### src/rtl/aes128_key_expand.sv
// AES-128 key schedule generator.
// Emits round keys 0..10 one at a time on a valid/ready port. Each new round
// key takes three cycles: OUT (present), SUB (S-box lookups launched), MIX
// (S-box results folded into the next key).
//
// Handshake: rk is transferred on any rising edge where rk_valid and rk_ready
// are both high. Once rk_valid rises, it stays high and rk, rk_idx and rk_last
// hold still until that transfer happens. rk_ready may change freely.

// Registered AES byte S-box: one-cycle latency, output clears on reset.
// Substitution is computed as the GF(2^8) inverse followed by the affine map.
module aes_sbox (
  input  logic       clk,
  input  logic       rst_n,
  input  logic [7:0] din,
  output logic [7:0] dout
);

  function automatic logic [7:0] gf_mul(input logic [7:0] a, input logic [7:0] b);
    logic [7:0] p;
    logic [7:0] x;
    p = 8'h00;
    x = a;
    for (int i = 0; i < 8; i++) begin
      if (b[i]) p = p ^ x;
      x = {x[6:0], 1'b0} ^ (x[7] ? 8'h1b : 8'h00);
    end
    return p;
  endfunction

  // a^254 is the multiplicative inverse, and maps 0 to 0 as AES requires.
  function automatic logic [7:0] gf_inv(input logic [7:0] a);
    logic [7:0] sq;
    logic [7:0] acc;
    sq  = a;
    acc = 8'h01;
    for (int k = 1; k < 8; k++) begin
      sq  = gf_mul(sq, sq);
      acc = gf_mul(acc, sq);
    end
    return acc;
  endfunction

  logic [7:0] b;
  logic [7:0] s;

  // Inverse followed by the affine transform.
  always_comb begin
    b = gf_inv(din);
    s = b ^ {b[6:0], b[7]} ^ {b[5:0], b[7:6]} ^ {b[4:0], b[7:5]} ^
        {b[3:0], b[7:4]} ^ 8'h63;
  end

  // Output register.
  always_ff @(posedge clk or negedge rst_n) begin
    if (!rst_n) dout <= 8'h00;
    else        dout <= s;
  end

endmodule

module aes128_key_expand #(
  parameter int NR = 10
) (
  input  logic         clk,
  input  logic         rst_n,
  input  logic         start,
  input  logic [127:0] key_in,
  output logic         busy,
  output logic         rk_valid,
  input  logic         rk_ready,
  output logic [127:0] rk,
  output logic [3:0]   rk_idx,
  output logic         rk_last
);

  typedef enum logic [1:0] {
    IDLE = 2'd0,
    OUT  = 2'd1,
    SUB  = 2'd2,
    MIX  = 2'd3
  } state_t;

  localparam logic [3:0] LAST_IDX = 4'(NR);

  state_t      state;
  state_t      state_nxt;
  logic [7:0]  rcon;
  logic [31:0] rot_word;
  logic [31:0] sub_word;
  logic [31:0] temp;
  logic [31:0] w4, w5, w6, w7;
  logic [7:0]  sb_in  [4];
  logic [7:0]  sb_out [4];

  assign rot_word = {rk[23:0], rk[31:24]};
  assign sub_word = {sb_out[3], sb_out[2], sb_out[1], sb_out[0]};
  assign temp     = sub_word ^ {rcon, 24'h0};
  assign w4       = rk[127:96] ^ temp;
  assign w5       = rk[95:64] ^ w4;
  assign w6       = rk[63:32] ^ w5;
  assign w7       = rk[31:0] ^ w6;
  assign rk_last  = rk_valid && (rk_idx == LAST_IDX);

  genvar g;
  for (g = 0; g < 4; g++) begin : g_sbox
    aes_sbox u_sbox (
      .clk  (clk),
      .rst_n(rst_n),
      .din  (sb_in[g]),
      .dout (sb_out[g])
    );
  end

  // State register.
  always_ff @(posedge clk or negedge rst_n) begin
    if (!rst_n) state <= IDLE;
    else        state <= state_nxt;
  end

  // Next state, handshake outputs and S-box drive (held at 0 outside SUB).
  always_comb begin
    state_nxt = state;
    rk_valid  = 1'b0;
    busy      = 1'b0;
    for (int i = 0; i < 4; i++) sb_in[i] = 8'h00;
    case (state)
      IDLE: if (start) state_nxt = OUT;
      OUT: begin
        rk_valid = 1'b1;
        busy     = 1'b1;
        if (rk_ready) state_nxt = (rk_idx == LAST_IDX) ? IDLE : SUB;
      end
      SUB: begin
        busy = 1'b1;
        for (int i = 0; i < 4; i++) sb_in[i] = rot_word[8*i +: 8];
        state_nxt = MIX;
      end
      MIX: begin
        busy      = 1'b1;
        state_nxt = OUT;
      end
      default: state_nxt = IDLE;
    endcase
  end

  // Round key, index and round constant: loaded on start, advanced in MIX.
  always_ff @(posedge clk or negedge rst_n) begin
    if (!rst_n) begin
      rk     <= '0;
      rk_idx <= '0;
      rcon   <= 8'h01;
    end else if (state == IDLE && start) begin
      rk     <= key_in;
      rk_idx <= '0;
      rcon   <= 8'h01;
    end else if (state == MIX) begin
      rk     <= {w4, w5, w6, w7};
      rk_idx <= rk_idx + 4'd1;
      rcon   <= {rcon[6:0], 1'b0} ^ (rcon[7] ? 8'h1b : 8'h00);
    end
  end

endmodule

### config.mk
export PLATFORM = sky130hd
export DESIGN_NAME = aes128_key_expand
export DESIGN_NICKNAME = d
export VERILOG_FILES = /design/src/rtl/aes128_key_expand.sv
export SDC_FILE = /design/constraint.sdc
export NUM_CORES = 2
export LEC_CHECK = 0
export BUFFER_PORTS_ARGS = -buffer_cell sky130_fd_sc_hd__buf_2
export CORE_UTILIZATION = 60
export CTS_BUF_LIST = sky130_fd_sc_hd__clkbuf_4 sky130_fd_sc_hd__clkbuf_8
export DETAILED_ROUTE_END_ITERATION = 8
export PLACE_DENSITY = 0.78
export SLEW_MARGIN = 10
export SYNTH_ARGS = -nofsm -noshare
export SYNTH_HDL_FRONTEND = slang
export SYNTH_SLANG_ARGS = --single-unit
### constraint.sdc
create_clock -name clk -period 19.6 [get_ports clk]
set_input_delay 2.94 -clock clk [delete_from_list [all_inputs] [get_ports clk]]
set_output_delay 2.94 -clock clk [all_outputs]
set_load 0.01 [all_outputs]
# Word level (Yosys, flattened, before mapping)

Cells that the tools add are included.
W data, S select, Z words.

Register bits after elaboration: 174
Input bits: 132
Output and inout port bits: 135
Word-level logic and storage cells: 1,629

Add/sub/neg operators: 1
Equal/unequal tests: 6
Mux-type cells: 826
Bitwise gates (word level): 782
Reductions and logical operators: 6

Operators by type and width:

| kind                  | number |
|---|---|
| $xor A8 B8 Y8         | 744 |
| $mux W8               | 422 |
| $mux W5               | 369 |
| $mux W128             | 2 |
| $xor A32 B32 Y32      | 5 |
| $mux W32              | 1 |
| $mux W7               | 4 |
| $not A1 Y1 const A    | 28 |
| $mux W4               | 6 |
| $mux W6               | 4 |
| $not A4 Y4            | 4 |
| $mux W2               | 7 |
| $mux W3               | 4 |
| $pmux W2 S4           | 1 |
| $xor A8 B5 Y8         | 1 |
| $mux W1               | 6 |
| $add A4 B1 Y4 const B | 1 |
| $eq A2 B2 Y1 const B  | 2 |
| $eq A4 B4 Y1 const B  | 1 |
| $ne A2 B2 Y1 const B  | 2 |
| $reduce_or A3 Y1      | 1 |
| $eq A2 B1 Y1 const B  | 1 |
| $logic_and A1 B1 Y1   | 2 |
| $logic_not A2 Y1      | 1 |
| other kinds (2)       | 2 |

# Depth between registers and ports, before layout

Depth in word-level cells: 134
Gate-level depth with buffers: 80

# Cells and area by module

From an unflattened synthesis, not the netlist that was laid out.

Cell total of the unflattened synthesis: 8,430
Area total of the unflattened synthesis: 66,909.2 µm²

Modules (own cells, without submodules):

| module            | instances | cells an instance | area each (µm²) | seq. area each (µm²) |
|---|---|---|---|---|
| aes_sbox          | 4         | 1,872             | 14,541.4        | 200.2 |
| aes128_key_expand | 1         | 942               | 8,743.4         | 3,554.7 |

# Worst setup path after synthesis

OpenSTA, ideal clock, no wires.

Path type: register to register
From: register state[0]
To: register g_sbox[2].u_sbox.dout[3]
Setup time: 0.079 ns
Data arrival time: 17.746 ns
Data required time: 19.521 ns
Path slack: 1.775 ns
Stages on the path, launching flop included: 73
Path buffers: 19
Clock period less this slack: 17.825 ns
Cell sequence: dfrtp_1 inv_1 ha_1 buf_4 buf_4 buf_4 buf_6 buf_4 buf_4 buf_2 buf_1 clkbuf_1 and2_1 ha_1 and2_1 o21ai_1 xnor2_1 inv_2 [... 37 more ...] xnor2_1 a221oi_1 mux2i_1 o311ai_1 xnor2_1 buf_2 nand2_1 a221oi_1 o22ai_1 a21oi_1 xnor2_1 a21oi_1 xnor2_1 mux2_2 a311oi_1 xnor3_1 xnor2_2 xor2_1

Cells in the longest elaborated chain, start to end: 130

RTL lines:

| what                                            | RTL line | text |
|---|---|---|
| start: declaration                              | 86       | `state_t state;` |
| start signal: assignment                        | 118      | `else state <= state_nxt;` |
| $eq A2 B2 Y1 *                                  | 127      | `case (state)` |
| $mux W32 *                                      | 127      |  |
| $mux W5 (tied with other cells)                 | 26       | `x = {x[6:0], 1'b0} ^ (x[7] ? 8'h1b : 8'h00);` |
| $xor A8 B8 Y8 (on tied branches)                | 26, 25   |  |
| $xor A8 B8 Y8 / $mux W8 (equally long branches) | 25       | `if (b[i]) p = p ^ x;` |
| $mux W8 / $xor A8 B8 Y8 (equally long branches) | 25       |  |
| $xor A8 B8 Y8 / $mux W8 (equally long branches) | 25       |  |
| $mux W8 / $xor A8 B8 Y8 (equally long branches) | 25       |  |
| [... 113 more ...]                              | n/a      |  |
| $mux W8                                         | 25       |  |
| $xor A8 B8 Y8                                   | 25       |  |
| $mux W8                                         | 25       |  |
| $xor A8 B8 Y8                                   | 25       |  |
| $mux W8 *                                       | 25       |  |
| $xor A8 B8 Y8 (3 in series)                     | 50       | `s = b ^ {b[6:0], b[7]} ^ {b[5:0], b[7:6]} ^ {b[4:0], b[7:5]} ^` |
| $xor A8 B8 Y8 *                                 | 50       |  |
| via g_sbox[2].u_sbox.s[3]                       | 45       | `logic [7:0] s;` |
| end signal: assignment                          | 57       | `else dout <= s;` |
| end: declaration                                | 16       | `output logic [7:0] dout` |

Mark *: on every way through the listed nets, which the timed path passes. The rest lies on a longest branch.
A chain may end at the register's enable or synchronous reset.

# Final worst setup path

From: register state[0]
To: register g_sbox[3].u_sbox.dout[1]

Cells in the longest elaborated chain, start to end: 131

RTL lines:

| what                                            | RTL line |
|---|---|
| $eq A2 B2 Y1 *                                  | 127 |
| $mux W32 *                                      | 127 |
| $mux W5 (tied with other cells)                 | 26 |
| $xor A8 B8 Y8 (on tied branches)                | 26, 25 |
| $xor A8 B8 Y8 / $mux W8 (equally long branches) | 25 |
| $mux W8 / $xor A8 B8 Y8 (equally long branches) | 25 |
| $xor A8 B8 Y8 / $mux W8 (equally long branches) | 25 |
| $mux W8 / $xor A8 B8 Y8 (equally long branches) | 25 |
| [... 114 more ...]                              | n/a |
| $xor A8 B8 Y8                                   | 25 |
| $mux W8                                         | 25 |
| $xor A8 B8 Y8                                   | 25 |
| $mux W8 *                                       | 25 |
| $xor A8 B8 Y8 (3 in series)                     | 50 |
| $xor A8 B8 Y8 *                                 | 50 |
| $not A4 Y4 (no source line) *                   | n/a |
| via g_sbox[3].u_sbox.s[1]                       | 45 |
| end signal: assignment                          | 57 |
| end: declaration                                | 16 |

Marks and branches as above.

==> run summary <==
The number of gates resized after CTS was 0. In this run, synthesis produced a sequential element count of 174. Number of antenna-violating nets in the routed design: 0. Entering global routing, the biggest net connects 110 pins.

The peak per-stage delay on the critical path was 0.69 ns; the floorplan row count was 122. STA puts the critical path data arrival time at 18.95 ns. For the layout net count, the log shows 9201. The most common cell in the synthesized netlist is xnor2_1.

After detailed placement, the total cell area comes to 70540 sq um. The overall die width was 336.8 um. Per-instance average area after synthesis: 7.409 sq um.

The logs give 11 for the number of antenna violations at the first check in global routing and 1.004 for the routability congestion estimate from global placement. The synthesized netlist occupies a cell area of 67260 sq um. TritonCTS built the clock tree. The path length in cells of the critical path was 54. The number of hold buffers added after CTS was 0. The layout has 9826 filler cells.

No sink is reached through more buffers than the 2 on the longest clock path. The synthesized design contains 0 enable-type register cells. Ranked by total cell area, the synthesized netlist is headed by xnor2_1, xnor3_1, xor2_1, dfrtp_1, nor2_1.

The number of setup buffers added after CTS was 0; the overall track demand over capacity in global routing was 36.26%. The endpoint identified for the worst register-to-register timing path is g_sbox[3].u_sbox.dout[1]. The cell that appears most often on the critical path is xnor2_1.

Clock latency on the worst-skew pair, taken at its later pin, is 0.60 ns. The most critical setup path has its startpoint at state[0]. Wires add up to 214400 um. The total non-filler cell area in the finished layout is 71060 sq um.

In this run the register-to-register setup slack is 1.17 ns. The dominant cell type by area after synthesis was xnor2_1. The number of buffers and inverters on the critical path is 3. The critical path start-end classification was flip-flop to flip-flop. The overall via count from detail_route is 67125, and the number of design rule violations left after detail routing is 0. The flow ran to the end, and the final reports show no timing, DRC or antenna violations. The upper clock frequency limit was 54.27 MHz.

Final clock skew: 0.03406 ns. The area growth from synthesis to layout is 5.654%. The worst setup path is captured at a flip-flop. End-of-flow core utilization: 64.03%. Summed over all nets, the half-perimeter wirelength after detailed placement is 157500 um. In this run the tightest slew margin relative to its limit is 14.39%.

The sequential share of the synthesized area is 6.476%, and the count of distinct cell types in the synthesized netlist is 119. Number of max-slew violations in the final report: 0. For this design the top-level I/O count stands at 267. The worst register-to-register path begins at state[0].

The total nets after synthesis came out at 9245. The post-detailed-route wirelength per cell was 20.35 um; the number of global-route vias before repair was 61512. The setup TNS after final layout is 0 ns. Element type at the critical path start: a flip-flop. The master of the slowest instance on the critical path is o311ai_0.

For this run the aggregate overflow at the end of global routing stands at 0. After layout, the worst path uses 94.01% of the clock period. At the worst endpoint, the required time is 20.12 ns. For the clock net sink count, the log shows 174. The logs give 0.5900 ns for the final-layout worst hold slack and 0 for the number of setup violations in the final report. Max-cap violations in this run came to 0. Number of endpoints with negative hold slack in the final report: 0. Counting instances in the post-synthesis netlist gives the leading cell types as xnor2_1, nor2_1, nand2_1, xor2_1, o21ai_0. Along the worst path, the maximum fanout reaches 38.

Class of the most critical hold timing path: flip-flop to flip-flop. The tools report the synthesis warning total as 0. Input and output buffers added on the ports amount to 266.

For this configuration, the core starts out at a cell density of 60.61%. The first detailed-routing pass took 9 iterations. Summed over its instances, the top area cell type makes up 22.48% of the synthesized netlist area.

Global-route wire length before repair: 337600 um. The run gives 113400 sq um as the overall die area. The slew of the pin with the lowest slew margin was 1.280 ns; the fraction of synthesis flops using an asynchronous set or reset pin was 100.0%. The kind of cell with the highest combined delay on the critical path is XOR/XNOR gates. Measured along the y axis, the die boundary spans 336.8 um. The ratio of cells with drive above 1 in the final layout came out at 10.51%. The worst-case reg-to-reg path depth came out at 54.

The H-tree depth is 4, and the clock slew seen by the registers of the worst setup and hold paths is 0.11 ns. In this run, CTS created clock tree buffers numbering 17. The clock root buffer master is clkbuf_8.

Most frequently used flop master after synthesis: dfrtp_1. The synthesized instance count is 9078. In the routed layout, each cell is associated on average with a via count of 6.370. The number of instances on the worst hold path was 2. In this run, the number of DRC markers left after iteration 0 of detailed routing was 7741. The tools report the end of the critical path as g_sbox[3].u_sbox.dout[1]. For the floorplan core area, the log shows 111000 sq um. The time the final worst path needs with I/O delays and setup is 18.43 ns.
layer usage:
metal  vias up  wire [um]  global-route usage [%]
met2      3431      97150                   57.66
met5         -        120                       0
li1      31393          -                       -
met1     31746      87710                   48.72
met4        20       8441                   14.12
met3       535      21030                   6.332
cells by family (layout without fill, tap and decap cells):
kind of cell             Yosys count  in the layout  synth area share, %
AND/OR/NAND/NOR                 3155           3155                20.69
XOR/XNOR                        2715           2715                44.53
AO/OA/AOI/OAI                   2005           2005                19.32
buffers and inverters            762            731                4.710
multiplexers                     232            232                3.624
flip-flops                       174            174                6.476
adder cells (fa/ha/maj)           35             35               0.6511
other                              0              2                    0
sequential cells by signal, indices dropped and copies added (netlist names):
signal,cells
rk_idx,4
rcon,8
state,2
g_sbox.u_sbox.dout,32
rk,128
worst reg2reg max path: cells and delay by family (launching register included):
family                     cells  cell delay [ns]
AOI/OAI and AO/OA             10             3.33
xor gates and xnor gates      28             9.81
buffers and inverters          3             0.70
adders and majority gates      4             1.81
DFF                            1             0.47
and+or+nand+nor                8             1.98
muxes                          1             0.27
layout make-up:
class | instances | area, sq um | area share [%]
repair buffers | 576 | 3667 | 5.161
inverters | 123 | 461.7 | 0.6497
flip-flops and latches | 174 | 4355 | 6.129
well taps | 1488 | 1862 | 2.620
clock buffers | 19 | 261.5 | 0.3680
multi-input cells | 8142 | 60300 | 84.86
clock inverters | 13 | 142.6 | 0.2007
diodes | 2 | 5.005 | 0.007043
cells in the final DEF (no fill, tap or decap), types with 58 or more instances in the layout:
| master | netlist | layout |
|---|---|---|
| dfrtp_1 | 173 | 173 |
| nand2_1 | 1026 | 1025 |
| mux2i_1 | 185 | 185 |
| o21ai_0 | 504 | 503 |
| a21oi_1 | 490 | 490 |
| xnor2_2 | 74 | 128 |
| xor2_1 | 510 | 500 |
| o211ai_1 | 62 | 62 |
| a211oi_1 | 99 | 99 |
| inv_1 | 86 | 84 |
| o22ai_1 | 107 | 107 |
| buf_4 | 28 | 310 |
| and3_1 | 58 | 58 |
| nand3_1 | 251 | 251 |
| a22oi_1 | 61 | 61 |
| nor2b_1 | 58 | 58 |
| xnor3_1 | 307 | 307 |
| buf_2 | 138 | 265 |
| nor3_1 | 223 | 222 |
| and2_1 | 71 | 70 |
| xnor2_1 | 1726 | 1671 |
| nor2_1 | 1145 | 1144 |
| a31oi_1 | 83 | 83 |
worst min path at each step:
| stage | from | to | slack (ns) |
|---|---|---|---|
| CTS | rcon[6] | rcon[6] | 0.59 |
| global route | rcon[1] | rcon[2] | 0.63 |
| floorplan | state[1] | state[1] | 0.50 |
| detailed placement | rcon[6] | rcon[6] | 0.57 |
| finish | rcon[6] | rcon[6] | 0.59 |
| global placement | rcon[6] | rcon[6] | 0.55 |
per-stage QoR:
| step | worst slack [ns] | instances |
|---|---|---|
| 2_1_floorplan | 1.775 | 9078 |
| 3_3_place_gp | 0.8581 | 10503 |
| 3_5_place_dp | 0.5633 | 10503 |
| 4_1_cts | 0.4861 | 10535 |
| 5_1_grt | -0.005368 | 10536 |
| 6_report | 1.173 | 10537 |
Power is left out: the tool's default activity adds up to more than one toggle a clock period on the data nets, which glitch-free logic cannot reach.
